===== src/rtl/iomem_ctrl_pkg.sv =====
// Shared types and constants for the PicoSoC iomem sequencer.
// Latency: n/a (declarations only).
// Backpressure: n/a.
// Contents: FSM state enum, slot index width, default response words, slot numbers.
package iomem_ctrl_pkg;

  typedef enum logic [1:0] {
    IDLE   = 2'd0,
    ACCESS = 2'd1,
    RESP   = 2'd2
  } state_t;

  // Slot index is addr[11:8], so at most 16 slots.
  localparam int SLOT_W = 4;

  localparam logic [31:0] DEF_UNMAP_DATA = 32'hFFFF_FFFF;
  localparam logic [31:0] DEF_TMO_DATA   = 32'hDEAD_BEEF;

  localparam logic [SLOT_W-1:0] SLOT_GPIO = 4'd0;
  localparam logic [SLOT_W-1:0] SLOT_RNG  = 4'd1;
  localparam logic [SLOT_W-1:0] SLOT_RAM  = 4'd2;

endpackage


===== src/rtl/iomem_decode.sv =====
// Address decode: one slot per 256-byte window above BASE_ADDR[31:12].
// Latency: combinational, zero cycles.
// Backpressure: none; pure function of the address.
// Ports: i_addr_hi = addr[31:8]; o_hit = address maps to an existing slot; o_slot = addr[11:8].
module iomem_decode
  import iomem_ctrl_pkg::*;
#(
  parameter int          NUM_SLV   = 4,
  parameter logic [31:0] BASE_ADDR = 32'h0300_0000
) (
  input  logic [23:0]       i_addr_hi,
  output logic              o_hit,
  output logic [SLOT_W-1:0] o_slot
);

  logic w_base_match;
  logic w_slot_ok;

  assign w_base_match = (i_addr_hi[23:4] == BASE_ADDR[31:12]);
  // Windows at or above NUM_SLV inside the region are unmapped.
  assign w_slot_ok    = ({28'd0, i_addr_hi[3:0]} < 32'(NUM_SLV));
  assign o_hit        = w_base_match && w_slot_ok;
  assign o_slot       = i_addr_hi[3:0];

endmodule


===== src/rtl/iomem_ctrl.sv =====
// Registered sequencer for PicoSoC iomem onto NUM_SLV peripheral slots, with unmapped response and timeout.
// Latency: unmapped 1 cycle, hit 2 cycles + slave wait, worst case TIMEOUT_CYC+1 cycles.
// Backpressure: slave stalls via slv_ready_i of the selected slot; CPU holds iomem_valid_i until iomem_ready_o.
// Ports: iomem_* = CPU side; slv_* = shared slave bus (one-hot select, level strobes, flat read data).
// Option: define IOMEM_CTRL_ERRLOG_EN to add err_addr_o / err_cnt_o (last failing address, saturating count).
module iomem_ctrl
  import iomem_ctrl_pkg::*;
#(
  parameter int          NUM_SLV     = 4,
  parameter logic [31:0] BASE_ADDR   = 32'h0300_0000,
  parameter int          TIMEOUT_CYC = 64,
  parameter logic [31:0] UNMAP_DATA  = DEF_UNMAP_DATA,
  parameter logic [31:0] TMO_DATA    = DEF_TMO_DATA
) (
  input  logic                  clk_i,
  input  logic                  rst_i,
  input  logic                  iomem_valid_i,
  output logic                  iomem_ready_o,
  input  logic [3:0]            iomem_wstrb_i,
  input  logic [31:0]           iomem_addr_i,
  input  logic [31:0]           iomem_wdata_i,
  output logic [31:0]           iomem_rdata_o,
  output logic [NUM_SLV-1:0]    slv_sel_o,
  output logic                  slv_we_o,
  output logic                  slv_re_o,
  output logic [3:0]            slv_wstrb_o,
  output logic [7:0]            slv_addr_o,
  output logic [31:0]           slv_wdata_o,
  input  logic [32*NUM_SLV-1:0] slv_rdata_i,
  input  logic [NUM_SLV-1:0]    slv_ready_i
`ifdef IOMEM_CTRL_ERRLOG_EN
  ,
  output logic [31:0]           err_addr_o,
  output logic [7:0]            err_cnt_o
`endif
);

  localparam int CNT_W = $clog2(TIMEOUT_CYC);

  state_t             r_state;
  logic [CNT_W-1:0]   r_cnt;
  logic               r_ready;
  logic [31:0]        r_rdata;
  logic [NUM_SLV-1:0] r_sel;
  logic               r_we;
  logic               r_re;
  logic [3:0]         r_wstrb;
  logic [7:0]         r_addr;
  logic [31:0]        r_wdata;

  logic               w_hit;
  logic [SLOT_W-1:0]  w_slot;
  logic               w_slv_ready;
  logic [31:0]        w_slv_rdata;

`ifdef IOMEM_CTRL_ERRLOG_EN
  logic [31:0]        r_req_addr;
  logic [31:0]        r_err_addr;
  logic [7:0]         r_err_cnt;
`endif

  iomem_decode #(
    .NUM_SLV   (NUM_SLV),
    .BASE_ADDR (BASE_ADDR)
  ) u_decode (
    .i_addr_hi (iomem_addr_i[31:8]),
    .o_hit     (w_hit),
    .o_slot    (w_slot)
  );

  // r_sel is one-hot for the active slot, so masking ignores every other slot's ready.
  assign w_slv_ready = |(slv_ready_i & r_sel);

  always_comb begin
    w_slv_rdata = '0;
    for (int k = 0; k < NUM_SLV; k++) begin
      if (r_sel[k]) w_slv_rdata = slv_rdata_i[32*k +: 32];
    end
  end

  always_ff @(posedge clk_i) begin
    if (rst_i) begin
      r_state <= IDLE;
      r_cnt   <= '0;
      r_ready <= 1'b0;
      r_rdata <= '0;
      r_sel   <= '0;
      r_we    <= 1'b0;
      r_re    <= 1'b0;
      r_wstrb <= '0;
      r_addr  <= '0;
      r_wdata <= '0;
`ifdef IOMEM_CTRL_ERRLOG_EN
      r_req_addr <= '0;
      r_err_addr <= '0;
      r_err_cnt  <= '0;
`endif
    end else begin
      // Completion is a single-cycle pulse and read data is zero outside it.
      r_ready <= 1'b0;
      r_rdata <= '0;
      case (r_state)
        IDLE: begin
          if (iomem_valid_i && !r_ready) begin
            r_addr  <= iomem_addr_i[7:0];
            r_wdata <= iomem_wdata_i;
            r_wstrb <= iomem_wstrb_i;
`ifdef IOMEM_CTRL_ERRLOG_EN
            r_req_addr <= iomem_addr_i;
`endif
            if (w_hit) begin
              r_sel   <= NUM_SLV'(1) << w_slot;
              r_we    <= |iomem_wstrb_i;
              r_re    <= ~|iomem_wstrb_i;
              r_state <= ACCESS;
            end else begin
              r_ready <= 1'b1;
              r_rdata <= (|iomem_wstrb_i) ? 32'd0 : UNMAP_DATA;
              r_state <= RESP;
`ifdef IOMEM_CTRL_ERRLOG_EN
              r_err_addr <= iomem_addr_i;
              if (r_err_cnt != 8'hFF) r_err_cnt <= r_err_cnt + 8'd1;
`endif
            end
          end
        end
        ACCESS: begin
          if (w_slv_ready || (r_cnt == CNT_W'(TIMEOUT_CYC - 1))) begin
            r_ready <= 1'b1;
            if (r_we)             r_rdata <= 32'd0;
            else if (w_slv_ready) r_rdata <= w_slv_rdata;
            else                  r_rdata <= TMO_DATA;
            r_sel   <= '0;
            r_we    <= 1'b0;
            r_re    <= 1'b0;
            r_cnt   <= '0;
            r_state <= RESP;
`ifdef IOMEM_CTRL_ERRLOG_EN
            if (!w_slv_ready) begin
              r_err_addr <= r_req_addr;
              if (r_err_cnt != 8'hFF) r_err_cnt <= r_err_cnt + 8'd1;
            end
`endif
          end else begin
            r_cnt <= r_cnt + CNT_W'(1);
          end
        end
        RESP:    r_state <= IDLE;
        default: r_state <= IDLE;
      endcase
    end
  end

  assign iomem_ready_o = r_ready;
  assign iomem_rdata_o = r_rdata;
  assign slv_sel_o     = r_sel;
  assign slv_we_o      = r_we;
  assign slv_re_o      = r_re;
  assign slv_wstrb_o   = r_wstrb;
  assign slv_addr_o    = r_addr;
  assign slv_wdata_o   = r_wdata;
`ifdef IOMEM_CTRL_ERRLOG_EN
  assign err_addr_o    = r_err_addr;
  assign err_cnt_o     = r_err_cnt;
`endif

endmodule


===== config.mk =====
export PLATFORM = sky130hd
export DESIGN_NAME = iomem_ctrl
export DESIGN_NICKNAME = d
export VERILOG_FILES = /design/src/rtl/iomem_ctrl_pkg.sv /design/src/rtl/iomem_decode.sv /design/src/rtl/iomem_ctrl.sv
export SDC_FILE = /design/constraint.sdc
export NUM_CORES = 1
export LEC_CHECK = 0
export BUFFER_PORTS_ARGS = -buffer_cell sky130_fd_sc_hd__buf_2
export CAP_MARGIN = 20
export CORE_MARGIN = 4
export CORE_UTILIZATION = 38
export DETAILED_ROUTE_END_ITERATION = 12
export GPL_TIMING_DRIVEN = 1
export PLACE_DENSITY = 0.88
export SLEW_MARGIN = 20
export SYNTH_ARGS = -nofsm -noshare
export SYNTH_HDL_FRONTEND = slang
export SYNTH_SLANG_ARGS = --single-unit

===== constraint.sdc =====
create_clock -name clk_i -period 1.8 [get_ports clk_i]
set_input_delay 0.27 -clock clk_i [delete_from_list [all_inputs] [get_ports clk_i]]
set_output_delay 0.27 -clock clk_i [all_outputs]
set_load 0.01 [all_outputs]

; Word level (Yosys, flattened, before mapping)
; Index checks and enable logic that the tools add are counted.
[word_totals]
reg_bits = 91
latch_bits = 0
ram_bits = 0
mem_bits_ro = 0
in_bits = 203
output_inout_bits = 83
wordCells = 63
n_memories = 0
[op_classes]
n_addsub = 1
mul = 0
n_div = 0
magnitude_cmp = 1
n_eq_ne = 6
n_shift = 1
n_mux = 31
bitwise = 1
n_reduce_logical = 12
[ops]
columns = cell, n
row1 = 32-bit two-way mux, 10
row2 = 32-bit one-hot mux with 2 select lines, 1
row3 = 20-bit by 14-bit == test with 1-bit output (second input constant), 1
row4 = 4-bit two-way mux, 3
row5 = 1-bit two-way mux, 8
row6 = 4-bit one-hot mux with 2 select lines, 1
row7 = 4-bit OR reduction, 2
row8 = 6-bit by 1-bit adder with 6-bit output (second input constant), 1
row9 = 6-bit == test (second input constant), 1
row10 = 2-bit two-way mux, 3
row11 = 6-bit two-way mux, 1
row12 = 1-bit one-hot mux with 2 select lines, 3
row13 = 4-bit AND, 1
row14 = 4-bit by 3-bit < comparator with 1-bit output (second input constant), 1
row15 = 2-bit != test (second input constant), 2
row16 = 2-bit one-hot mux with 2 select lines, 1
row17 = 2-bit AND reduction, 2
row18 = 4-bit AND reduction, 1
row19 = 1-bit by 4-bit left shift with 4-bit output (first input constant), 1
row20 = 2-bit by 1-bit == test with 1-bit output (second input constant), 1
row21 = 1-bit logical AND, 2
row22 = 1-bit logical NOT, 2
row23 = 2-bit logical NOT, 1
row24 = 2-bit by 1-bit != test with 1-bit output (second input constant), 1
row25 = 2 further kinds, 2

; Logic depth before layout (Yosys ltp)
[depth]
depth_word = 8
ltp_mapped = 8

; By module
; From an unflattened synthesis, not the netlist that was laid out.
[unflattened]
hier_cells = 508
area_unflattened_um2 = 4191.5
[by_module_without_submodules]
columns = mod, n_inst, cells_each, area_per_inst_um2, seq_area_each_um2
row1 = iomem_ctrl, 1, 497, 4105.2, 1821.7
row2 = iomem_decode, 1, 11, 86.3, 0.0

; Least setup slack after synthesis
; Ideal clock, no wire load.
[synth_timing]
kind = register -> register
from = register r_cnt[0]
to = register r_rdata[10], in the netlist iomem_rdata_o[10]
setup_time_ns = 0.071
arrival_time_ns = 1.727
required_time_ns = 1.729
setup_slack_ns = 0.002
stages_incl_launch_ff = 8
path_buffers = 1
synth_period_minus_slack_ns = 1.798
cell_sequence = dfxtp_1 ha_1 and3_1 a211oi_4 nor3_1 clkbuf_1 nand2_1 a21oi_2
[synth_between]
elab_chain_cells = 4
[synth_lines]
columns = item, line_no
row1 = start: declaration, iomem_ctrl.sv:41  ; logic [CNT_W-1:0] r_cnt;
row2 = start signal: assignment, iomem_ctrl.sv:145  ; r_cnt <= r_cnt + CNT_W'(1);
row3 = 6-bit == test, iomem_ctrl.sv:128  ; if (w_slv_ready || (r_cnt == CNT_W'(TIMEOUT_CYC - 1))) begin
row4 = 1-bit logical OR, iomem_ctrl.sv:128
row5 = 32-bit two-way mux, iomem_ctrl.sv:128
row6 = 32-bit one-hot mux with 2 select lines, iomem_ctrl.sv:102  ; case (r_state)
row7 = end signal: assignment, iomem_ctrl.sv:118  ; r_rdata <= (|iomem_wstrb_i) ? 32'd0 : UNMAP_DATA;
row8 = end signal: assignment, iomem_ctrl.sv:131  ; else if (w_slv_ready) r_rdata <= w_slv_rdata;
row9 = end: declaration, iomem_ctrl.sv:43  ; logic [31:0] r_rdata;
; Every way passes these cells.
; A chain may end at the register's enable or synchronous reset.

; Final worst setup path
[layout_timing]
from = register r_cnt[0]
to = register r_we, in the netlist slv_we_o
[layout_between]
elab_chain_cells = 4
[layout_lines]
columns = item, line_no
row1 = 6-bit == test, iomem_ctrl.sv:128
row2 = 1-bit logical OR, iomem_ctrl.sv:128
row3 = 2-bit != test (no line), --
row4 = 4-bit AND reduction (no line), --
row5 = end signal: assignment, iomem_ctrl.sv:113  ; r_we <= |iomem_wstrb_i;
row6 = end: declaration, iomem_ctrl.sv:45  ; logic r_we;
; Every way passes these cells.

==> run summary <==
====================================================================================
Run status                                                              finished clean
Via count of the first global-routing pass                                      4702
Count of final max-slew check failures                                             0
Clock buffer count from CTS                                                        9
Area occupied by registers                                                 1820 um^2
Number of register bits inferred by synthesis                                     91
Clock latency at the later pin of the worst-skew pair                         340 ps
Commonest non-fill, non-tap cells in the layout                         285 x sky130_fd_sc_hd__buf_2, 158 x sky130_fd_sc_hd__nand2_1, 89 x sky130_fd_sc_hd__dfxtp_1
Remaining max-slew budget at the tightest pin                                  0.628
Weighted congestion at the end of routability-driven global placement          0.825
Worst IR Drop VDD                                                             555 uV
Wire length of the first global-routing pass                                23000 um
Setup violators final                                                              0
Global-route congestion overflow total                                             0
Design area                                                                6360 um^2
Final clock period utilization by the worst path                               0.944
Root buffer selected by CTS                                             sky130_fd_sc_hd__clkbuf_16
Number of fillers in the final layout                                            996
Post-CTS Setup Inserts                                                             0
Worst-path fanout max                                                              5
Critical path origin                                                        r_cnt[0]
IO Count                                                                         286
Sinks on the clock net                                                            91
Hold/Removal Path Class                                                 primary input to flip-flop
Post-route clock skew                                                        4.86 ps
Initial DRC Count                                                                390
Initial Util                                                                   0.393
Top achievable clock speed                                                   588 MHz
HPWL after detailed placement                                               11900 um
Largest area contributor in the synthesized netlist                     sky130_fd_sc_hd__dfxtp_1
DR vias                                                                         5046
Final worst-path setup slack                                                  100 ps
Die area                                                                  13200 um^2
Routed Wire Length                                                          15500 um
Startpoint-to-endpoint class of the critical path                       flip-flop to flip-flop
Total count of hold-check failures in the final report                             0
Worst EP required                                                            2080 ps
Final ANT Viol Nets                                                                0
Area after detailed placement                                              5970 um^2
Remaining routing DRC violations                                                   0
Pwr/cell area                                                            759 nW/um^2
Diodes inserted                                                                    0
Net Count, Synth                                                                 741
Bufs on Longest Clock Path                                                         2
Max-capacitance violation count                                                    0
Terminus of the critical flop-to-flop path                                  slv_we_o
H-tree depth                                                                       3
RSZ-0062 raised after global routing                                            true
Shortest clock period the worst path allows after layout                     1700 ps
Die width                                                                     115 um
Synth warn                                                                         0
Length in cells of the worst reg-to-reg path                                       6
Post-synthesis instance total                                                    537
Clock slew seen by the registers of the worst setup and hold paths             60 ps
Pre-CTS worst setup slack                                                   -98.7 ps
Critical path destination                                                   slv_we_o
Number of iterations in the first detailed-routing pass                            5
Most area-consuming cells after synthesis                               sky130_fd_sc_hd__dfxtp_1 42%, sky130_fd_sc_hd__nand2_1 14%, sky130_fd_sc_hd__a221oi_1 6.5%
TritonCTS clock tree                                                           built
Transition at the pin with the smallest max-transition slack                  558 ps
Commonest non-fill, non-tap cell in the layout                          sky130_fd_sc_hd__buf_2
Mapped cell area                                                           4340 um^2
Die height                                                                    115 um
Global-route usage over all layers                                             0.222
Pin count of the biggest net entering global routing                              67
Fin util                                                                       0.577
Leakage power of the design                                               0.00281 uW
R2r setup slk                                                                 100 ps
Mean Syn Cell Area                                                         8.08 um^2
Crit end category                                                          flip-flop
Area delta synth->final                                                        46.6%
Antenna violations before repair                                                   2
Start of the worst register-to-register path                                r_cnt[0]
Layout cells sized above 1                                                     0.458
IO buf count                                                                     285
Register area share after synthesis                                            0.420
Vias/cell                                                                       5.28
Area of the multi-input gates                                              2320 um^2
Share of the synthesized area in the top cell type                             0.420
Endpoint arrival time on the critical path                                   1980 ps
Core box area                                                             11000 um^2
WL per Instance                                                              16.3 um
Number of distinct library cells after synthesis                                  40
Site row count                                                                    38
Count of nets after finishing                                                   1014
Setup crit start kind                                                      flip-flop
====================================================================================
-- Yosys cell counts --
cell and n:
sky130_fd_sc_hd__inv_1 2, sky130_fd_sc_hd__or4_1 1, sky130_fd_sc_hd__o311ai_0 23, sky130_fd_sc_hd__and2_1 1
sky130_fd_sc_hd__dfxtp_1 91, sky130_fd_sc_hd__nor4b_2 1, sky130_fd_sc_hd__nand2_1 158, sky130_fd_sc_hd__or2_2 3
sky130_fd_sc_hd__clkbuf_1 37, sky130_fd_sc_hd__nor2b_1 34, sky130_fd_sc_hd__nor2_1 10, sky130_fd_sc_hd__nor3_1 2
sky130_fd_sc_hd__xor2_1 4, sky130_fd_sc_hd__buf_1 3, sky130_fd_sc_hd__a221oi_1 32, sky130_fd_sc_hd__buf_6 3
sky130_fd_sc_hd__o32ai_1 1, sky130_fd_sc_hd__a22o_2 1, sky130_fd_sc_hd__nand4_1 4, sky130_fd_sc_hd__a22o_1 2
sky130_fd_sc_hd__a32o_1 4, sky130_fd_sc_hd__nand2b_1 2, sky130_fd_sc_hd__a211oi_4 1, sky130_fd_sc_hd__or3_1 3
sky130_fd_sc_hd__nand3b_1 1, sky130_fd_sc_hd__a21oi_1 51, sky130_fd_sc_hd__nor4_2 1, sky130_fd_sc_hd__nor3b_1 1
sky130_fd_sc_hd__nand2b_4 1, sky130_fd_sc_hd__nand3_1 3, sky130_fd_sc_hd__o311ai_1 1, sky130_fd_sc_hd__buf_4 2
sky130_fd_sc_hd__o21ai_0 1, sky130_fd_sc_hd__a21oi_2 30, sky130_fd_sc_hd__ha_1 1, sky130_fd_sc_hd__buf_2 5
sky130_fd_sc_hd__o31ai_1 9, sky130_fd_sc_hd__o21bai_2 1, sky130_fd_sc_hd__and3_1 1, sky130_fd_sc_hd__nor4_1 5
-- final cells by class --
class / instances / area share
sequential: 91 / 0.287
timing repair buffer: 312 / 0.266
tap: 140 / 0.0275
clock inverter: 6 / 0.0177
multi-input combinational: 394 / 0.365
inverter: 2 / 0.00118
clock buffer: 10 / 0.0360
-- cells by family after synthesis --
kind of cell / count (synthesis) / synth area share
AOI/OAI and AO/OA: 157 / 0.274
xor gates and xnor gates: 4 / 0.00807
adders and majority gates: 1 / 0.00288
buffers and inverters: 52 / 0.0533
DFF: 91 / 0.420
and+or+nand+nor: 232 / 0.242
-- report_power, final --
group,switching (uW),internal [uW]
Clock,780,1360
Sequential,33.7,2080
Combinational,297,275
-- critical path, stage by stage, from the launching register on --
cell                       delay [ps]
sky130_fd_sc_hd__dfxtp_1          330
sky130_fd_sc_hd__ha_1             230
sky130_fd_sc_hd__and3_1           220
sky130_fd_sc_hd__a211oi_4         300
sky130_fd_sc_hd__o21bai_2         130
sky130_fd_sc_hd__o32ai_2          240
sky130_fd_sc_hd__a22o_1           200
-- layer usage --
metal  global-route usage  vias up  routed length [um]
met2                0.392      267                7750
met1                0.245     2293                5670
met5                    0        -                  27
li1                     -     2449                   -
met4               0.0908        4                 422
met3               0.0705       33                1640
-- worst min-delay path by stage --
stage	to	slack (ps)	from	depth (start not counted)
2_1_floorplan	slv_addr_o[0]	410	iomem_addr_i[0]	2
3_3_place_gp	slv_wdata_o[11]	440	slv_wdata_o[11]	2
3_5_place_dp	slv_wstrb_o[3]	440	slv_wstrb_o[3]	2
4_1_cts	slv_addr_o[3]	150	iomem_addr_i[3]	3
5_1_grt	slv_wdata_o[21]	150	iomem_wdata_i[21]	3
6_report	slv_wdata_o[26]	170	iomem_wdata_i[26]	3
-- registers in the layout, indices dropped and copies added (netlist names) --
signal / flops
slv_addr_o: 8
slv_we_o: 1
iomem_ready_o: 1
slv_sel_o: 4
slv_re_o: 1
slv_wstrb_o: 4
r_cnt: 6
slv_wdata_o: 32
r_state: 2
iomem_rdata_o: 32
-- stage by stage --
| step | hold slack [ps] | total power, uW | std cells | TNS [ps] |
|---|---|---|---|---|
| detailed placement | 443 | 2730 | 938 | -2390 |
| floorplan | 406 | 2370 | 537 | 0 |
| finish | 166 | 4830 | 955 | 0 |
| global route | 155 | 5040 | 955 | -98.8 |
| CTS | 150 | 4880 | 954 | 0 |
| global placement | 438 | 2720 | 938 | -2020 |
-- what timing repair did --
action,4_1_cts,5_1_grt
gates cloned,0,1
gates resized for setup,1,6
setup endpoints to repair,3,56
hold buffers,0,0
(Power assumes the default switching activity.)
